File: src/rtl/pipeline_hazard_ctrl.sv
// Stall/flush sequencer for the 5-stage pipeline: data-hazard detection, branch squash,
// memory-wait freeze, stall counter and memory-timeout flag. Optional: `FORWARDING_EN.
module pipeline_hazard_ctrl #(
  parameter int STALL_CNT_W = 16,
  parameter int WAIT_LIMIT  = 255
) (
  input  logic                   clk,
  input  logic                   rst,
  input  logic [3:0]             id_src1,
  input  logic                   id_src1_valid,
  input  logic [3:0]             id_src2,
  input  logic                   id_src2_valid,
  input  logic                   exe_wb_en,
  input  logic [3:0]             exe_dest,
  input  logic                   exe_mem_read,
  input  logic                   mem_wb_en,
  input  logic [3:0]             mem_dest,
  input  logic                   branch_taken,
  input  logic                   mem_req,
  input  logic                   mem_ready,
  output logic                   freeze_front,
  output logic                   freeze_back,
  output logic                   flush_if_id,
  output logic                   flush_id_ex,
  output logic                   hazard,
  output logic [STALL_CNT_W-1:0] stall_count,
  output logic                   mem_timeout
);

  typedef enum logic {RUN, MEM_WAIT} state_t;

  localparam logic [7:0] WAIT_LIM = 8'(WAIT_LIMIT);

  state_t     state;
  logic [7:0] wait_cnt;
  logic [7:0] wait_inc;
  logic       mem_wait;
  logic       match1;
  logic       match2;
  logic       hazard_raw;

  assign mem_wait = mem_req & ~mem_ready;

`ifdef FORWARDING_EN
  // Forwarding covers every ALU result, so only a load still in EX can stall ID.
  assign match1 = exe_wb_en & exe_mem_read & (id_src1 == exe_dest);
  assign match2 = exe_wb_en & exe_mem_read & (id_src2 == exe_dest);
`else
  assign match1 = (exe_wb_en & (id_src1 == exe_dest)) | (mem_wb_en & (id_src1 == mem_dest));
  assign match2 = (exe_wb_en & (id_src2 == exe_dest)) | (mem_wb_en & (id_src2 == mem_dest));
`endif

  assign hazard_raw = (id_src1_valid & match1) | (id_src2_valid & match2);

  assign hazard       = ~rst & hazard_raw;
  assign freeze_back  = ~rst & mem_wait;
  assign freeze_front = ~rst & (mem_wait | (hazard_raw & ~branch_taken));
  assign flush_if_id  = ~rst & branch_taken & ~mem_wait;
  assign flush_id_ex  = ~rst & ~mem_wait & (branch_taken | hazard_raw);

  assign wait_inc = wait_cnt + 8'd1;

  always_ff @(posedge clk) begin
    if (rst) begin
      state       <= RUN;
      wait_cnt    <= '0;
      mem_timeout <= 1'b0;
    end else begin
      case (state)
        RUN: begin
          if (mem_wait) begin
            state    <= MEM_WAIT;
            wait_cnt <= 8'd1;
            if (WAIT_LIM == 8'd1) mem_timeout <= 1'b1;
          end
        end
        MEM_WAIT: begin
          if (mem_ready || !mem_req) begin
            state    <= RUN;
            wait_cnt <= '0;
          end else if (wait_cnt < WAIT_LIM) begin
            wait_cnt <= wait_inc;
            if (wait_inc == WAIT_LIM) mem_timeout <= 1'b1;
          end
        end
        default: begin
          state    <= RUN;
          wait_cnt <= '0;
        end
      endcase
    end
  end

  always_ff @(posedge clk) begin
    if (rst) begin
      stall_count <= '0;
    end else if (freeze_front && (stall_count != '1)) begin
      stall_count <= stall_count + 1'b1;
    end
  end

endmodule

File: config.mk
export PLATFORM = sky130hd
export DESIGN_NAME = pipeline_hazard_ctrl
export DESIGN_NICKNAME = d
export VERILOG_FILES = /design/src/rtl/pipeline_hazard_ctrl.sv
export SDC_FILE = /design/constraint.sdc
export NUM_CORES = 1
export LEC_CHECK = 0
export CAP_MARGIN = 15
export CORE_MARGIN = 4
export CORE_UTILIZATION = 48
export DETAILED_ROUTE_END_ITERATION = 7
export HOLD_SLACK_MARGIN = 0.03
export PLACE_DENSITY_LB_ADDON = 0.15
export SLEW_MARGIN = 20
export SYNTH_ARGS = -nofsm -noshare
export SYNTH_HDL_FRONTEND = slang
export SYNTH_SLANG_ARGS = --single-unit
export TNS_END_PERCENT = 50
File: constraint.sdc
create_clock -name clk -period 2.8 [get_ports clk]
set_clock_uncertainty 0.15 [all_clocks]
set_input_delay 0.56 -clock clk [delete_from_list [all_inputs] [get_ports clk]]
set_output_delay 0.56 -clock clk [all_outputs]
set_load 0.01 [all_outputs]
==> impl_metrics.tcl, run 1 <==
set metrics [dict create \
    critPathBufInv 2 \
    critPathCaptureType "output port" \
    cts_max_path_buffers 2 \
    clockRootBuffer "clkbuf_8" \
    grt_usage_pct 19.7 \
    period_share_pct 97.2 \
    preCtsSetupSlack_ps -481 \
    wl_um 4750 \
    r2r-start "stall_count[0]" \
    synthTopCellsByArea "dfxtp_1 (29%), nand4_1 (5.9%), nor2_1 (5.9%)" \
    min_path_cells 2 \
    path_cells "clkdlybuf4s50_1 -> xnor2_1 -> nand4_1 -> and4_4 -> nor2_2 -> a21o_1 -> clkdlybuf4s15_2" \
    worstSetupPathType "primary input to output port" \
    cp_top_family "buffers and inverters" \
    fp.coreArea_sq_um 3470 \
    gp_congestion 0.803 \
    dr.pass1.iters 5 \
    ioPinCount 48 \
    pwr-share-clk_pct 37.7 \
    comb_power_share_pct 17.0 \
    whs_ps 340 \
    first_global_vias 1741 \
    num_antenna_cells 0 \
    initial_core_util_pct 51.7 \
    crit_slowest_cell "clkdlybuf4s50_1" \
    grt_max_degree 33 \
    layout_min_cycle_time_ps 2720 \
    wl_per_cell_um 14.7 \
    netlist_area_sq_um 1790 \
    seqPwrFrac_pct 45.3 \
    worstMarginPinSlew_ps 349 \
    p_sw_share_pct 24.4 \
    max_cap_violations 0 \
    most-common-layout-cells "clkdlybuf4s50_1 (29), nor2_1 (27), dfxtp_1 (26), buf_4 (20), nand4_1 (17)" \
    overflow 0 \
    grt_pass1_wl_um 7970 \
    synth_fp_nets 247 \
    fin_nets 308 \
    worstHoldPathType "register to register" \
    cts.reportedPaths.clkPinSlew_ps 100 \
    setup_slack_ps 79.5 \
    cp_max_fo 3 \
    power.density_nw_per_um2 340 \
    max_stage_delay_ps 520 \
    synth_area_per_cell_sq_um 8.22 \
    numCtsBuffers 3 \
    antenna_found_initial 0 \
    vias 1841 \
    synth_seq_cells 26 \
    regToRegSetupSlack_ps 530 \
    final_hold_viol_count 0 \
    min-delay-start "mem_timeout" \
    areaGrowthSynthToFinish_pct 37.8 \
    internal-power_w 0.000635 \
    cts_htree_levels 1 \
    fin_cells 324 \
    hold_end "mem_timeout" \
    ys_types 49 \
    setup_viol 0 \
    slew_headroom_pct 76.5 \
    dp_hpwl_um 3470 \
    status "finished clean" \
    synth_cells 218 \
    maxSlewViolCount 0 \
    portBuffers 46 \
    r2r_end "stall_count[6]" \
    rows 21 \
    arrival_ps 2010 \
    layout_commonest_cell "clkdlybuf4s50_1" \
    switching_power_w 0.000205 \
    die_y_um 69.1 \
    cts_hold_buf 0 \
    power_w 0.000840 \
    drive_gt1_share_pct 15.8 \
    dieArea_sq_um 4770 \
    synth.yosys.seq_area_share_pct 29.1 \
    required_ps 2090 \
    synth_top_area_share_pct 29.1 \
    viasPerCell 5.68 \
    max_freq_ghz 0.368 \
    synth_area_leader_cell "dfxtp_1" \
    ir_drop_v 0.000248 \
    die_x_um 69.1 \
    placed_cells 312 \
    cts_tree "done" \
    drt-initial-drc-count 83 \
    startpoint_type "primary input" \
    power_leakage_nw 0.962 \
    r2r_cells 8 \
    clk_latency_ps 280 \
    drc 0 \
    clkSinkCount 26 \
    ant_nets 0 \
    post-route-util_pct 71.2 \
    synth.yosys.warnings 0 \
    grt_setup_unrepaired "no" \
]
==> worst max path at each step <==
stage                     slack [ps]         from  cells past startpoint            to
final                             80   id_src2[1]                      7  freeze_front
after global routing              20  exe_dest[2]                      8  freeze_front
after CTS                         90   id_src2[1]                      7  freeze_front
after detailed placement        -480  mem_dest[3]                      7   flush_id_ex
after global placement          -460  mem_dest[0]                      7   flush_id_ex
after floorplan                  220  exe_dest[0]                      8  freeze_front
==> per-stage QoR <==
stage | instance area, sq um | setup TNS, ps
floorplan | 1790 | 0
global placement | 2340 | -1280
detailed placement | 2340 | -1380
CTS | 2450 | 0
global route | 2470 | 0
finish | 2470 | 0
==> metal layers <==
| metal | part of all wire (%) | GRT usage (%) | vias up | routed length [um] |
|---|---|---|---|---|
| met2 | 51 | 34.7 | 56 | 2430 |
| met5 | 0 | 0 | - | 0 |
| met3 | 4.7 | 3.63 | 10 | 221 |
| met1 | 42 | 23.8 | 861 | 1980 |
| met4 | 2.4 | 6.72 | 0 | 113 |
| li1 | - | - | 914 | - |
==> state kept, by name (all words and copies together), names as in the netlist <==
| name | cells |
|---|---|
| mem_timeout | 1 |
| state | 1 |
| wait_cnt | 8 |
| stall_count | 16 |
==> cells by family (layout without fill, tap and decap cells) <==
logic type      count (synthesis)  after routing  synth area share, %
buf+inv                        16             76                 4.47
compound gates                 40             40                 16.0
simple gates                  101            101                 30.6
flops                          26             26                 29.1
mux                            14             14                 9.01
xor+xnor                       18             18                 8.80
fa+ha+maj                       3              3                 2.10
==> synth_stat cells, drive strengths merged <==
master,number
a2111oi,1
a211oi,3
a21boi,1
a21o,1
a21oi,16
a221oi,1
a22oi,2
a311oi,2
a31oi,2
a41oi,1
and2,2
and3,4
and4,2
buf,6
clkbuf,4
dfxtp,26
ha,3
inv,6
mux2,11
mux2i,3
nand2,13
nand2b,2
nand3,6
nand3b,1
nand4,18
nand4b,1
nor2,28
nor2b,12
nor3,9
nor4,2
o211ai,1
o21ai,8
o311ai,1
or2,1
xnor2,6
xor2,12
==> worst min-delay path: cells and delay by family, from the launching register on <==
family	cells	cell delay, ps
and+or+nand+nor	1	70
DFF	1	340
AOI/OAI and AO/OA	1	50
==> final cells by class <==
| class | instances | area [sq um] |
|---|---|---|
| Tap cell | 46 | 57.6 |
| Fill cell | 298 | 1000 |
| Clock buffer | 3 | 41.3 |
| Multi-Input combinational cell | 176 | 1210 |
| Sequential cell | 26 | 520 |
| Clock inverter | 1 | 30.0 |
| Timing Repair Buffer | 66 | 588 |
| Inverter | 6 | 22.5 |
==> timing repair <==
item / in CTS / in global routing
gates resized for setup: 23 / 3
buffers inserted: 8 / 0
pin swaps: 8 / 1
setup endpoints to repair: 3 / 1
==> power groups by stage <==
stage                     Sequential [W]  Combinational [W]  Clock (W)
after floorplan                 0.000389          0.0000705          0
after global placement          0.000389           0.000142          0
after detailed placement        0.000389           0.000145          0
after CTS                       0.000381           0.000140   0.000324
after global routing            0.000382           0.000155   0.000337
final                           0.000381           0.000143   0.000317
Power figures use the tool's default switching activity.
==> run 2, diff against run 1 <==
--- a/config.mk
+++ b/config.mk
@@ -9,8 +9,9 @@
 export CORE_MARGIN = 4
 export CORE_UTILIZATION = 48
 export DETAILED_ROUTE_END_ITERATION = 7
+export GPL_TIMING_DRIVEN = 0
 export HOLD_SLACK_MARGIN = 0.03
-export PLACE_DENSITY_LB_ADDON = 0.15
+export PLACE_DENSITY = 0.87
 export SLEW_MARGIN = 20
 export SYNTH_ARGS = -nofsm -noshare
 export SYNTH_HDL_FRONTEND = slang
==> run 2 against run 1 <==
  * Global-route usage rose by 0.16 points
  * Largest cell class unchanged
  * Combinational power barely moved
  * Critical endpoint is now flush_if_id
  * Critical path depth fell by 2
  * Die area did not move
  * Flip-flop and latch count did not move
  * Clock-buffer cell count rose by 1
  * First-iteration DRC count rose by 47%
  * Cell count fell by 2.8%
  * Highest routed layer unchanged
  * Critical path type unchanged
==> impl_metrics.tcl, run 2 (same netlist as run 1, synthesis figures left out) <==
set metrics [dict create \
    die_y_um 69.1 \
    wl_per_cell_um 15.5 \
    initial_core_util_pct 51.7 \
    required_ps 2090 \
    antenna_found_initial 0 \
    slew_headroom_pct 69.8 \
    layout_commonest_cell "nor2_1" \
    max_freq_ghz 0.362 \
    seqPwrFrac_pct 49.3 \
    dieArea_sq_um 4770 \
    path_common_cell "clkdlybuf4s50_1" \
    cts.reportedPaths.clkPinSlew_ps 90 \
    dp_hpwl_um 3610 \
    critPathCaptureType "output port" \
    multi_input_comb_area_sq_um 1230 \
    grt_usage_pct 19.9 \
    largest_reg_flops 16 \
    arrival_ps 2050 \
    power.density_nw_per_um2 324 \
    drc 0 \
    place_area_sq_um 2300 \
    fin_nets 299 \
    grt_max_degree 20 \
    maxSlewViolCount 0 \
    ioPinCount 48 \
    cts_tree "done" \
    wl_um 4890 \
    cts_htree_levels 1 \
    die_x_um 69.1 \
    drive_gt1_share_pct 14.1 \
    worstMarginPinSlew_ps 453 \
    p_sw_share_pct 26.8 \
    power_leakage_nw 0.935 \
    comb_power_share_pct 18.6 \
    grt_setup_unrepaired "yes" \
    final_cell_area_sq_um 2380 \
    clk_latency_ps 270 \
    max_cap_violations 0 \
    internal-power_w 0.000564 \
    pwr-share-clk_pct 32.0 \
    drt-initial-drc-count 122 \
    post-route-util_pct 68.6 \
    vias 1799 \
    status "finished clean" \
    cts_hold_buf 0 \
    layout_min_cycle_time_ps 2760 \
    cts_max_path_buffers 2 \
    switching_power_w 0.000207 \
    dr.pass1.iters 4 \
    fp.coreArea_sq_um 3470 \
    grt_pass1_wl_um 8090 \
    worstSetupPathType "primary input to output port" \
    clockRootBuffer "clkbuf_8" \
    num_antenna_cells 0 \
    path_cells "clkdlybuf4s50_1 -> nor2b_1 -> clkbuf_1 -> nor3_2 -> clkdlybuf4s50_1" \
    portBuffers 45 \
    viasPerCell 5.71 \
    placed_cells 309 \
    crit_slowest_cell "clkdlybuf4s50_1" \
    min_path_cells 2 \
    first_global_vias 1855 \
    r2r_cells 8 \
    overflow 0 \
    ir_drop_v 0.000385 \
    top_register "stall_count" \
    clkSinkCount 26 \
    ant_nets 0 \
    max_stage_delay_ps 480 \
    gp_congestion 0.899 \
    final_hold_viol_count 0 \
    setup_viol 0 \
    cp_max_fo 8 \
    reg_top3 "stall_count (16), wait_cnt (8)" \
    numCtsBuffers 3 \
    most-common-layout-cells "nor2_1 (27), clkdlybuf4s50_1 (26), dfxtp_1 (26), nand4_1 (17), a21oi_1 (14)" \
    startpoint_type "primary input" \
    fin_cells 315 \
    seq_area_sq_um 520 \
    period_share_pct 98.7 \
    areaGrowthSynthToFinish_pct 32.8 \
    n_fill_cell 314 \
    worstHoldPathType "register to register" \
    rows 21 \
]
[run 2: final timing paths]
kind,slack (ps),endpoint,from
setup / recovery,40,flush_if_id,mem_req
hold / removal,350,stall_count[4],stall_count[4]
setup reg to reg,590,stall_count[13],stall_count[0]
hold reg to reg,350,stall_count[4],stall_count[4]
[run 2: repair_timing]
item                                    CTS  global route
endpoints found under the setup margin    5             4
gates resized for setup                  29            11
pin swaps                                10             5
setup buffers                             4             1
[run 2: per-stage QoR]
stage / power, W / worst slack, ps / hold WS (ps) / TNS [ps]
CTS: 0.000770 / 3.97 / 357 / 0
global route: 0.000808 / -61.6 / 372 / -77.3
global placement: 0.000527 / -803 / 300 / -2910
floorplan: 0.000459 / 224 / 335 / 0
detailed placement: 0.000532 / -866 / 338 / -3580
finish: 0.000771 / 35.7 / 355 / 0
[run 2: cell type report]
class	instances	share of cell area [%]
flip-flops and latches	26	21.9
clock buffers	4	2.31
well taps	46	2.42
plain buffers	7	1.74
inverters	6	0.946
multi-input cells	176	51.5
repair buffers	50	19.2
[run 2: worst max-delay path: cells and delay by family]
kind / cells / cell delay, ps
simple gates: 2 / 200
buf+inv: 3 / 1300
[run 2: layer usage]
layer  wire length (um)  vias up  GRT usage [%]  part of all wire, %
met5                  0        -              0                    0
met4                 74        0           5.21                  1.5
met3                269        8           4.07                  5.5
met2               2470       65           34.7                   50
met1               2080      834           24.7                   43
li1                   -      892              -                    -
[run 2: power groups by stage]
| stage | registers [W] | logic (W) | clock network [W] |
|---|---|---|---|
| floorplan | 0.000389 | 0.0000705 | 0 |
| global placement | 0.000389 | 0.000139 | 0 |
| detailed placement | 0.000389 | 0.000143 | 0 |
| CTS | 0.000380 | 0.000137 | 0.000253 |
| global route | 0.000381 | 0.000156 | 0.000270 |
| finish | 0.000380 | 0.000144 | 0.000247 |
